$ cat src/rtl/serial_ripple_subtractor.sv
// Bit-serial ripple-borrow subtractor: diff = a - b - bin, LSB first, one bit per clock.
// Optional signed-overflow output enabled by defining SUB_OVF_EN.
module serial_ripple_subtractor #(
  parameter int unsigned WIDTH = 2
) (
  input  logic             clk,
  input  logic             rst,
  input  logic             start,
  input  logic [WIDTH-1:0] a,
  input  logic [WIDTH-1:0] b,
  input  logic             bin,
  output logic             busy,
  output logic             done,
  output logic [WIDTH-1:0] diff,
  output logic             bout
`ifdef SUB_OVF_EN
  ,
  output logic             ovf
`endif
);

  localparam int unsigned CW = $clog2(WIDTH) + 1;

  typedef enum logic [1:0] {
    IDLE = 2'd0,
    RUN  = 2'd1,
    DONE = 2'd2
  } state_t;

  state_t           state;
  state_t           state_nxt;
  logic [WIDTH-1:0] sa;
  logic [WIDTH-1:0] sb;
  logic [WIDTH-1:0] res;
  logic             br;
  logic [CW-1:0]    cnt;

  logic             d_c;
  logic             br_nxt_c;
  logic             last_c;
  logic [WIDTH-1:0] res_nxt_c;

  // One full-subtractor slice acting on the current LSBs of the working operands.
  assign d_c       = sa[0] ^ sb[0] ^ br;
  assign br_nxt_c  = (~sa[0] & sb[0]) | (~(sa[0] ^ sb[0]) & br);
  assign last_c    = (cnt == CW'(WIDTH - 1));
  assign res_nxt_c = (res >> 1) | (WIDTH'(d_c) << (WIDTH - 1));

  always_comb begin
    state_nxt = state;
    case (state)
      IDLE:    if (start) state_nxt = RUN;
      RUN:     if (last_c) state_nxt = DONE;
      DONE:    state_nxt = IDLE;
      default: state_nxt = IDLE;
    endcase
  end

  always_ff @(posedge clk) begin
    if (rst) state <= IDLE;
    else     state <= state_nxt;
  end

  // Datapath and registered status outputs.
  always_ff @(posedge clk) begin
    if (rst) begin
      sa   <= '0;
      sb   <= '0;
      res  <= '0;
      br   <= 1'b0;
      cnt  <= '0;
      busy <= 1'b0;
      done <= 1'b0;
      diff <= '0;
      bout <= 1'b0;
`ifdef SUB_OVF_EN
      ovf  <= 1'b0;
`endif
    end else begin
      busy <= (state_nxt == RUN);
      done <= (state_nxt == DONE);
      case (state)
        IDLE: begin
          if (start) begin
            sa  <= a;
            sb  <= b;
            br  <= bin;
            cnt <= '0;
            res <= '0;
          end
        end
        RUN: begin
          sa  <= sa >> 1;
          sb  <= sb >> 1;
          br  <= br_nxt_c;
          res <= res_nxt_c;
          cnt <= cnt + CW'(1);
          if (last_c) begin
            diff <= res_nxt_c;
            bout <= br_nxt_c;
`ifdef SUB_OVF_EN
            // On the last bit sa[0]/sb[0] are the captured operand sign bits.
            ovf  <= (sa[0] ^ sb[0]) & (d_c ^ sa[0]);
`endif
          end
        end
        default: ;
      endcase
    end
  end

endmodule
$ cat config.mk
export PLATFORM = sky130hd
export DESIGN_NAME = serial_ripple_subtractor
export DESIGN_NICKNAME = d
export VERILOG_FILES = /design/src/rtl/serial_ripple_subtractor.sv
export SDC_FILE = /design/constraint.sdc
export NUM_CORES = 1
export LEC_CHECK = 0
export BUFFER_PORTS_ARGS = -buffer_cell sky130_fd_sc_hd__buf_2
export CAP_MARGIN = 25
export CORE_ASPECT_RATIO = 1.75
export CORE_MARGIN = 2
export CORE_UTILIZATION = 24
export CTS_CLUSTER_DIAMETER = 100
export DETAILED_ROUTE_END_ITERATION = 12
export PLACE_DENSITY = 0.48
export SLEW_MARGIN = 20
export SYNTH_ARGS = -nofsm -noshare
export SYNTH_HDL_FRONTEND = slang
export SYNTH_SLANG_ARGS = --single-unit
$ cat constraint.sdc
create_clock -name clk -period 1.87 [get_ports clk]
set_input_delay 0.374 -clock clk [delete_from_list [all_inputs] [get_ports clk]]
set_output_delay 0.374 -clock clk [all_outputs]
set_load 0.01 [all_outputs]
==> flow_summary.ini <==
[clock_network]
root_buffer = clkbuf_8
cts_tree = yes
cts_setup_buffers = 0
clock-sinks = 15
clk_pin_slew_ns = 0.06
cts_max_level = 1
cts_buffers = 3
cts_hold_buf = 0
clk_path_buf_depth = 2
cts_resized = 0
clock_latency_ns = 0.25

[timing]
rsz0062_at_grt = false
tightest_slew_ns = 0.3782
fmax_ghz = 0.8353
post-route-period-util_pct = 64.02
skew_ns = 0.003613
timing.hold.ws_ns = 0.3644
setup_ws_ns = 0.6728
slew_viol_final = 0
setup_viol = 0
maxSlewHeadroom_pct = 74.77
fin_crit_ns = 1.197
final_hold_viol_count = 0
tns_ns = 0

[drt]
totalWireLength_um = 1209
detail_route.vias_per_cell = 4.640
drtPass1Iterations = 3
wire_per_inst_um = 12.09
ant_nets = 0
initialDrtViolationCount = 10
vias = 464
drc = 0

[power_and_ir_drop]
total_power_w = 0.0007096
p_leak_nw = 0.3052
ir_worst_vdd_mv = 0.4169
p_per_area_nw_per_um2 = 974.5

[synth]
synth-edff-count = 0
yosysWarnings = 0
synth_nets = 70
ys_types = 23
synth.yosys.seq_area_share_pct = 49.69
synth_area_leaders = dfxtp_1 (50%), mux2i_1 (5.0%), a211oi_1 (5.0%)
synth_top_area_share_pct = 49.69
synth.most_common_cell = dfxtp_1
synth_top_flop_cell = dfxtp_1
yosys.area.top_type = dfxtp_1
synthCells = 60
synthesis.area_um2 = 604.3
syn_avg_cell_area_um2 = 10.07
ys_top_cells_by_count = dfxtp_1 (15), nor2_1 (8), a21oi_1 (5), a211oi_1 (4)
ys_ff_latch = 15
async_reset_ff_share_pct = 0

[critical_path]
path_cells = inv_1 -> fa_1 -> a22oi_1 -> nor2_1
path_class = flip-flop to flip-flop
worstPathArrival_ns = 1.33
cp.buffers_inverters = 1
cp-end-kind = flip-flop
cp_slowest_cell = fa_1
critPathMaxFanout = 2
crit_path_start_kind = flip-flop
cpLargestDelayFamily = adder cells
reg2reg_slack_ns = 0.67
max_stage_delay_ns = 0.46
cp.required_ns = 2.00

[global_routing]
grt_pass1_vias = 486
grt-ovfl-total = 0
antenna_found_initial = 0
grt_start_max_net_pins = 16
grt_usage_pct = 9.546
grt_first_pass_wirelength_um = 2111

[placed_design]
numPortBuffers = 12
dp_hpwl_um = 932.1
gp_congestion = 0.7192
dp_slack_ns = 0.6098

[die]
start_util_pct = 24.85
rows = 24
fp.coreArea_um2 = 2432
die_x_um = 41.93
io-pin-count = 13
die_h_um = 70.38
dieArea_um2 = 2951

[cells_and_area]
fin_nets = 85
antenna_cells = 0
final_util_pct = 29.94
syn_to_final_growth_pct = 20.50
drive_above_1_share_pct = 24.32

[flow_run]
drv_cap = 0

[outcome]
status = finished, final reports clean

[worst_hold_path]
hold_class = primary input to flip-flop
flip-flops by register name, indices dropped and copies added, names as in the netlist:
| name | cells |
|---|---|
| done | 1 |
| cnt | 2 |
| state | 2 |
| sa | 2 |
| res | 1 |
| busy | 1 |
| diff | 2 |
| bout | 1 |
| sb | 2 |
| br | 1 |
path summary, 6_finish.rpt:
| kind | start | end | depth (start not counted) |
|---|---|---|---|
| worst max-delay path | br | res[1] | 4 |
| worst min register to register | diff[1] | diff[1] | 2 |
| worst min-delay path | b[1] | sb[1] | 3 |
| worst max register to register | br | res[1] | 4 |
placed cells by master, fill, tap and decap left out:
master	n
dfxtp_1	15
buf_2	12
nor2_1	8
a21oi_1	5
a211oi_1	4
inv_1	3
mux2i_1	3
a22oi_1	3
clkbuf_8	3
nand2b_1	2
nand3_1	2
nand2_1	2
o21bai_2	1
or2b_1	1
or3b_1	1
nand3b_1	1
and2b_4	1
a311oi_1	1
nor3b_1	1
a21o_1	1
a2bb2oi_1	1
fa_1	1
ha_1	1
clkinv_2	1
through the flow:
step                area, um^2  instances
global placement         681.9         96
floorplan                604.3         60
finish                   728.2        100
detailed placement       681.9         96
global route             728.2        100
CTS                      728.2        100
routing by layer:
| layer | vias up | part of all wire, % | track usage, % | routed length [um] |
|---|---|---|---|---|
| met2 | 8 | 55 | 18.23 | 663 |
| li1 | 238 | - | - | - |
| met5 | - | 0 | 0 | 0 |
| met3 | 4 | 3.8 | 2.842 | 46 |
| met4 | 0 | 2.9 | 6.452 | 35 |
| met1 | 214 | 38 | 7.840 | 464 |
power breakdown:
| group | internal [W] | total, W | leakage (nW) | switching, W |
|---|---|---|---|---|
| combinational | 0.0000429 | 0.0000921 | 0.157 | 0.0000493 |
| sequential | 0.000340 | 0.000353 | 0.123 | 0.0000138 |
| clock | 0.000147 | 0.000264 | 0.0255 | 0.000117 |
| total | 0.000530 | 0.000710 | 0.305 | 0.000180 |
logic make-up (layout without fill, tap and decap cells):
logic type / after synthesis / after routing / synth area share (%)
flip-flops: 15 / 15 / 49.69
AND/OR/NAND/NOR: 19 / 19 / 16.77
multiplexers: 3 / 3 / 4.969
adder cells (fa/ha/maj): 2 / 2 / 5.383
buffers and inverters: 5 / 19 / 4.347
AO/OA/AOI/OAI: 16 / 16 / 18.84
worst register-to-register path, delay by kind of cell, from the launching register on:
| family | cells | cell delay (ns) |
|---|---|---|
| buffers and inverters | 1 | 0.05 |
| DFF | 1 | 0.33 |
| adders and majority gates | 1 | 0.46 |
| and+or+nand+nor | 1 | 0.06 |
| AOI/OAI and AO/OA | 1 | 0.18 |
final cells by class:
type	count	area [um^2]
multi-input combinational	40	277.8
clock buffer	3	41.29
inverter	3	11.26
sequential	15	300.3
tap	26	32.53
clock inverter	1	5.005
fill	270	1704
timing repair buffer	12	60.06
Power figures use the tool's default switching activity.
